**src/rtl/seg7_decode_mon_pkg.sv**
```systemverilog
// Shared types and constants for the 7-segment receive monitor.
// Segment patterns are active-low, bit6..0 = g,f,e,d,c,b,a.
package seg7_pkg;

    typedef logic [3:0] digit_t;
    typedef logic [6:0] pat_t;

    // All segments off; also the power-up value of the sampled/accepted pattern
    localparam pat_t SEG_BLANK = 7'b1111111;

    // Encoder table, indexed by digit
    localparam pat_t SEG_CODE [16] = '{
        7'b1000000, 7'b1111001, 7'b0100100, 7'b0110000,
        7'b0011001, 7'b0010010, 7'b0000010, 7'b1111000,
        7'b0000000, 7'b0010000, 7'b0001000, 7'b0000011,
        7'b1000110, 7'b0100001, 7'b0000110, 7'b0001110
    };

endpackage

```
**src/rtl/seg7_decode_mon_if.sv**
```systemverilog
// Pattern input / decode result bundle for seg7_decode_mon.
// master = stimulus/observer side, slave = the monitor itself.
interface seg7_decode_mon_if
    import seg7_pkg::*;
#(
    parameter int CNT_W = 8
);
    pat_t             din;
    logic             clr;
    digit_t           dout;
    logic             valid;
    logic             upd;
    logic             dir;
    logic             step_err;
    logic             bad;
    logic [CNT_W-1:0] up_cnt;
    logic [CNT_W-1:0] dn_cnt;

    modport master (
        output din, clr,
        input  dout, valid, upd, dir, step_err, bad, up_cnt, dn_cnt
    );

    modport slave (
        input  din, clr,
        output dout, valid, upd, dir, step_err, bad, up_cnt, dn_cnt
    );
endinterface

```
**src/rtl/seg7_decode_mon_inv.sv**
```systemverilog
// Inverse of the 7-segment encoder: pattern -> {legal, digit}.
// Anything outside the 16 encoder codes is reported as not legal.
module seg7_inv
    import seg7_pkg::*;
(
    input  pat_t   pat_i,
    output logic   legal_o,
    output digit_t digit_o
);

    // Table search; codes are unique so at most one entry matches
    always_comb begin
        legal_o = 1'b0;
        digit_o = '0;
        for (int i = 0; i < 16; i++) begin
            if (pat_i == SEG_CODE[i]) begin
                legal_o = 1'b1;
                digit_o = digit_t'(i);
            end
        end
    end

endmodule

```
**src/rtl/seg7_decode_mon.sv**
```systemverilog
// 7-segment receive monitor: glitch filter, pattern decode, up/down step
// classification and saturating step counters.
// Optional build macro SEG7_MON_STICKY_EN: step_err/bad hold until clr/reset.
module seg7_decode_mon
    import seg7_pkg::*;
#(
    parameter int STABLE_CYC = 2,
    parameter int CNT_W      = 8
) (
    input logic              hit,
    input logic              reset,
    seg7_decode_mon_if.slave bus
);

    localparam int SC_W = $clog2(STABLE_CYC + 1);
    localparam logic [SC_W-1:0] STAB_MAX = SC_W'(STABLE_CYC - 1);

    pat_t             samp_q, samp_d;
    logic [SC_W-1:0]  stab_q, stab_d;
    pat_t             acc_q, acc_d;
    digit_t           dout_q, dout_d;
    logic             valid_q, valid_d;
    logic             upd_q, upd_d;
    logic             dir_q, dir_d;
    logic             serr_q, serr_d;
    logic             bad_q, bad_d;
    logic             have_prev_q, have_prev_d;
    logic [CNT_W-1:0] up_q, up_d;
    logic [CNT_W-1:0] dn_q, dn_d;

    logic             inv_legal;
    digit_t           inv_digit;
    logic             accept;
    logic             serr_ev, bad_ev, up_inc, dn_inc;
    digit_t           prev_plus, prev_minus;

    seg7_inv u_inv (
        .pat_i   (samp_q),
        .legal_o (inv_legal),
        .digit_o (inv_digit)
    );

    // Filter, decode, step classification and counter next-state
    always_comb begin
        samp_d      = bus.din;
        stab_d      = stab_q;
        acc_d       = acc_q;
        dout_d      = dout_q;
        valid_d     = valid_q;
        upd_d       = 1'b0;
        dir_d       = dir_q;
        have_prev_d = have_prev_q;
        serr_ev     = 1'b0;
        bad_ev      = 1'b0;
        up_inc      = 1'b0;
        dn_inc      = 1'b0;
        prev_plus   = dout_q + 4'd1;
        prev_minus  = dout_q - 4'd1;

        // Stability count of the registered sample; a new value restarts it
        if (bus.din != samp_q) begin
            stab_d = '0;
        end else if (stab_q != STAB_MAX) begin
            stab_d = stab_q + SC_W'(1);
        end

        // samp_q has been unchanged for a full window and is a new pattern
        accept = (stab_q == STAB_MAX) && (samp_q != acc_q);

        if (accept) begin
            acc_d = samp_q;
            upd_d = 1'b1;
            if (inv_legal) begin
                dout_d      = inv_digit;
                valid_d     = 1'b1;
                have_prev_d = 1'b1;
                if (have_prev_q) begin
                    if (inv_digit == prev_plus) begin
                        dir_d  = 1'b1;
                        up_inc = 1'b1;
                    end else if (inv_digit == prev_minus) begin
                        dir_d  = 1'b0;
                        dn_inc = 1'b1;
                    end else begin
                        serr_ev = 1'b1;
                    end
                end
            end else begin
                valid_d     = 1'b0;
                bad_ev      = 1'b1;
                have_prev_d = 1'b0;
            end
        end

        // Saturating counters; clr takes priority over an increment
        up_d = up_q;
        dn_d = dn_q;
        if (bus.clr) begin
            up_d = '0;
            dn_d = '0;
        end else begin
            if (up_inc && (up_q != '1)) up_d = up_q + CNT_W'(1);
            if (dn_inc && (dn_q != '1)) dn_d = dn_q + CNT_W'(1);
        end

`ifdef SEG7_MON_STICKY_EN
        // A new event in the clr cycle still leaves the flag set
        serr_d = serr_ev | (serr_q & ~bus.clr);
        bad_d  = bad_ev  | (bad_q  & ~bus.clr);
`else
        serr_d = serr_ev;
        bad_d  = bad_ev;
`endif
    end

    // State registers; reset returns everything to the blank/idle state at once
    always_ff @(posedge hit or negedge reset) begin
        if (!reset) begin
            samp_q      <= SEG_BLANK;
            stab_q      <= '0;
            acc_q       <= SEG_BLANK;
            dout_q      <= '0;
            valid_q     <= 1'b0;
            upd_q       <= 1'b0;
            dir_q       <= 1'b1;
            serr_q      <= 1'b0;
            bad_q       <= 1'b0;
            have_prev_q <= 1'b0;
            up_q        <= '0;
            dn_q        <= '0;
        end else begin
            samp_q      <= samp_d;
            stab_q      <= stab_d;
            acc_q       <= acc_d;
            dout_q      <= dout_d;
            valid_q     <= valid_d;
            upd_q       <= upd_d;
            dir_q       <= dir_d;
            serr_q      <= serr_d;
            bad_q       <= bad_d;
            have_prev_q <= have_prev_d;
            up_q        <= up_d;
            dn_q        <= dn_d;
        end
    end

    assign bus.dout     = dout_q;
    assign bus.valid    = valid_q;
    assign bus.upd      = upd_q;
    assign bus.dir      = dir_q;
    assign bus.step_err = serr_q;
    assign bus.bad      = bad_q;
    assign bus.up_cnt   = up_q;
    assign bus.dn_cnt   = dn_q;

endmodule

```
**src/flat_wrapper.sv**
```systemverilog
// flat-port wrapper written by rule: the top's interface ports become plain ports
module seg7_decode_mon_flat import seg7_pkg::*;
#(
    parameter int STABLE_CYC = 2,
    parameter int CNT_W      = 8
)
  (hit, reset, bus_din, bus_clr, bus_dout, bus_valid, bus_upd, bus_dir, bus_step_err, bus_bad, bus_up_cnt, bus_dn_cnt);
  seg7_decode_mon_if #(.CNT_W(CNT_W)) bus_i ();
  input logic hit;
  input logic reset;
  input wire logic [$bits(bus_i.din)-1:0] bus_din;
  input wire logic [$bits(bus_i.clr)-1:0] bus_clr;
  output wire logic [$bits(bus_i.dout)-1:0] bus_dout;
  output wire logic [$bits(bus_i.valid)-1:0] bus_valid;
  output wire logic [$bits(bus_i.upd)-1:0] bus_upd;
  output wire logic [$bits(bus_i.dir)-1:0] bus_dir;
  output wire logic [$bits(bus_i.step_err)-1:0] bus_step_err;
  output wire logic [$bits(bus_i.bad)-1:0] bus_bad;
  output wire logic [$bits(bus_i.up_cnt)-1:0] bus_up_cnt;
  output wire logic [$bits(bus_i.dn_cnt)-1:0] bus_dn_cnt;
  assign bus_i.din = bus_din;
  assign bus_i.clr = bus_clr;
  assign bus_dout = bus_i.dout;
  assign bus_valid = bus_i.valid;
  assign bus_upd = bus_i.upd;
  assign bus_dir = bus_i.dir;
  assign bus_step_err = bus_i.step_err;
  assign bus_bad = bus_i.bad;
  assign bus_up_cnt = bus_i.up_cnt;
  assign bus_dn_cnt = bus_i.dn_cnt;
  seg7_decode_mon #(.STABLE_CYC(STABLE_CYC), .CNT_W(CNT_W)) u_core (.hit(hit), .reset(reset), .bus(bus_i));
endmodule
```
**config.mk**
```make
export PLATFORM = sky130hd
export DESIGN_NAME = seg7_decode_mon_flat
export DESIGN_NICKNAME = d
export VERILOG_FILES = /design/src/rtl/seg7_decode_mon_pkg.sv /design/src/rtl/seg7_decode_mon_if.sv /design/src/rtl/seg7_decode_mon_inv.sv /design/src/rtl/seg7_decode_mon.sv /design/src/flat_wrapper.sv
export SDC_FILE = /design/constraint.sdc
export NUM_CORES = 1
export LEC_CHECK = 0
export BUFFER_PORTS_ARGS = -buffer_cell sky130_fd_sc_hd__buf_4
export CAP_MARGIN = 20
export CORE_MARGIN = 2
export CORE_UTILIZATION = 30
export DETAILED_ROUTE_END_ITERATION = 16
export GPL_TIMING_DRIVEN = 0
export PLACE_DENSITY = 0.53
export SYNTH_ARGS = -nofsm -noshare
export SYNTH_HDL_FRONTEND = slang
export SYNTH_HIERARCHICAL = 1
export SYNTH_SLANG_ARGS = --single-unit
```
**constraint.sdc**
```tcl
create_clock -name hit -period 3 [get_ports hit]
set_clock_uncertainty 0.1 [all_clocks]
set_input_delay 0.45 -clock hit [delete_from_list [all_inputs] [get_ports hit]]
set_output_delay 0.45 -clock hit [all_outputs]
set_load 0.1 [all_outputs]
```
==> flow_summary_export.csv <==
group,metric,value,unit
global_routing,grt_usage,13.6,%
routing,ant_nets,0,
synthesis,yosysMostFrequentCell,"dfrtp_1",
synthesis,synthCells,239,
routing,firstDrtPassIters,4,
synthesis,ys_top_cells_by_area,"dfrtp_1 (26%), dfstp_2 (16%), xor2_1 (5.3%), mux2_2 (4.1%), a21oi_1 (3.0%)",
floorplan,rows,33,
cells_and_area,n_antenna_cell,0,
clocking,path_clk_slew,0.08,ns
run,maxCapViolCount,0,
run_status,violations,"setup timing",
cells_and_area,final_util,41.1,%
worst_setup_path,slowest_stage,"dfstp_2",
synthesis,yosysSeqAreaShare,42.4,%
placement,pre_cts_slack,-0.305,ns
floorplan,dieArea,8960,um^2
timing,final-hold-violation-count,0,
synthesis,synth_top_area_cell,"dfrtp_1",
clocking,clock-root-buffer,"clkbuf_8",
synthesis,netlist_area,2460,um^2
floorplan,io-pin-count,35,
timing,tightest_slew,0.518,ns
placement,place_hpwl,3920,um
placement,place_congestion,0.829,
synthesis,synth_edf_count,0,
global_routing,grt_overflow,0,
synthesis,synth_commonest_cells,"dfrtp_1 (26), a21oi_1 (15), dfstp_2 (15), nor2_1 (15), xor2_1 (15)",
timing,rsz0062_at_grt,"yes",
worst_setup_path,end_kind,"register",
cells_and_area,finalNetCount,320,
synthesis,ys_ff_latch,41,
timing,period_share,101,%
placement,postPlaceCellArea,2850,um^2
floorplan,core,8090,um^2
clocking,worstSkewPairLatency,0.30,ns
cells_and_area,area_growth,34.8,%
floorplan,initial_utilization,30.5,%
routing,drt_wl_total,5940,um
timing,fmaxAchievable,330,MHz
floorplan,die_w,94.6,um
routing,drtIter0Drc,81,
power,p_total,0.00124,W
placement,io_buffer_count,33,
synthesis,async_flop_share,100,%
power,power.density,374,nW/um^2
synthesis,syn_area_per_cell,10.3,um^2
synthesis,synth_top_area_share,26.4,%
routing,viasPerCell,4.99,
hold_path,holdCritPathClass,"input pin to async pin",
clocking,numCtsBuffers,5,
global_routing,grt_pass1_wl,9560,um
worst_setup_path,critPathLaunchType,"register",
worst_setup_path,worstPathArrival,3.16,ns
cells_and_area,drive_above_1_share,45.1,%
cells_and_area,fill_cells,835,
routing,routedWlPerCell,14.5,um
run_status,run_status,"complete, but fails checks",
global_routing,grt_pass1_vias,1919,
timing,fin_crit,3.03,ns
worst_setup_path,required,3.13,ns
worst_setup_path,path_common_cell,"buf_6",
timing,relSlewSlack,65.2,%
power,total_leakage_power,1.45,nW
timing,setup_viol,2,
clocking,cts_buffer_depth,2,
timing,fin_hold_ws,0.0176,ns
power,vdd_ir_drop_max,0.000289,V
worst_setup_path,cp_cell_sequence,"buf_6 > nor2_1 > nand4b_2 > nand2_2 > a311oi_2 > nand2_1 > buf_6 > xor2_4 > xnor2_2 > nand4bb_4 > buf_6 > or4_4 > a21oi_2",
worst_setup_path,cp_max_fo,7,
worst_setup_path,criticalPathCategory,"register to register",
timing,slew_violations,0,
cells_and_area,seq_area,1050,um^2
global_routing,grt_start_max_net_pins,42,
cells_and_area,fin_area,3320,um^2
global_routing,antenna_found_initial,0,
clocking,cts_max_level,2,
worst_setup_path,max_stage_delay,0.55,ns
clocking,clkSinkCount,41,
cells_and_area,multi_input_area,1450,um^2
clocking,cts_tree,"yes",
synthesis,synth_ff_type,"dfrtp_1",
synthesis,synth_cell_type_count,54,
clocking,hold_buffers,0,
routing,drc,0,
synthesis,synth-warning-count,6,
synthesis,synth_nets,254,
floorplan,die_h,94.6,um
routing,num_vias,2051,
timing,finalWorstSetupSlack,-0.0339,ns
-- sequential cells by signal (all words and copies together), names as in the netlist, 2 cells and up --
signal / count
u_core/bus.dn_cnt: 8
u_core/samp_q: 7
u_core/bus.dout: 4
u_core/stab_q: 2
u_core/bus.up_cnt: 8
u_core/acc_q: 7
-- final cells by class --
type,count,share of cell area [%]
inverters,10,1.13
plain buffers,13,3.43
clock buffers,6,2.48
flip-flops and latches,41,31.5
well taps,105,3.95
clock inverters,2,0.264
repair buffers,59,13.7
multi-input cells,175,43.5
-- layer usage --
layer	global-route usage [%]	wire length, um	part of all wire [%]
met1	18.6	2650	45
met4	2.90	30	0.50
met2	22.3	2970	50
met3	2.63	292	4.9
met5	0	0	0
-- critical path, delay by kind of cell, from the launching register on --
kind,cells,cell delay (ns)
XOR/XNOR,2,0.42
buffers and inverters,3,0.43
AND/OR/NAND/NOR,6,1.07
flip-flops,1,0.55
AO/OA/AOI/OAI,2,0.39
-- where the power goes --
part	internal [W]	total (W)	switching, W	leakage (nW)
logic	0.000108	0.000235	0.000127	0.885
clock network	0.000182	0.000374	0.000192	0.0486
registers	0.000606	0.000633	0.0000277	0.518
-- logic make-up (layout without fill, tap and decap cells) --
kind of cell               Yosys count  after routing  synth area share (%)
and+or+nand+nor                     84             84                  21.0
AOI/OAI and AO/OA                   48             48                  13.1
DFF                                 41             41                  42.4
xor gates and xnor gates            23             23                  9.04
buffers and inverters               23             90                  5.13
muxes                               15             15                  6.85
adders and majority gates            5              5                  2.54
-- per-stage QoR --
step | TNS [ns] | cells
after floorplan | 0 | 239
after global placement | -1.78 | 377
after CTS | 0 | 402
final | -0.0409 | 411
after detailed placement | -1.82 | 377
after global routing | -0.988 | 411
-- placed cells by master, fill, tap and decap left out, types with 3 or more instances in the layout --
cell type   n
nand3b_1    3
mux2_1      3
o31ai_1     7
xor2_2      3
buf_6      11
o21ai_1     8
dfrtp_1    25
ha_1        5
buf_2       4
clkbuf_8    6
mux2_4      3
nand4_1     7
or3_1       4
dfstp_2    15
buf_4      55
a21oi_1    10
nor2b_1     4
nor2_1     13
nor4_4      3
mux2_2      9
xnor2_1     5
o31ai_2     3
nor4_1      3
nand2_1     9
inv_1      10
a21oi_2     6
or4_1       4
nor3_1      6
or4_4       3
nand3_1    11
xor2_1     12
-- path summary, 6_finish.rpt --
path                                                 start                          endpoint  slack (ns)  depth (start not counted)
worst max-delay path            u_core/samp_q[4]$_DFF_PN1_  u_core/bus.up_cnt[3]$_DFFE_PN0P_       -0.03                         13
worst min-delay path                                 reset  u_core/bus.up_cnt[5]$_DFFE_PN0P_        0.02                          1
worst max register to register  u_core/samp_q[4]$_DFF_PN1_  u_core/bus.up_cnt[3]$_DFFE_PN0P_       -0.03                         13
worst min register to register  u_core/bus.dir$_DFFE_PN1P_        u_core/bus.dir$_DFFE_PN1P_        0.41                          2
max in group asynchronous                            reset    u_core/bus.dout[0]$_DFFE_PN0P_        2.38                          1
min in group hit                                bus_din[5]        u_core/samp_q[5]$_DFF_PN1_        0.17                          1
-- timing repair --
item                                    4_1_cts  5_1_grt
pin swaps                                    12       21
endpoints found under the setup margin       15       17
resized for setup                            14       25
gates cloned                                  0        2
setup buffers                                17        7
No activity file was read; power rests on OpenSTA's default activity.
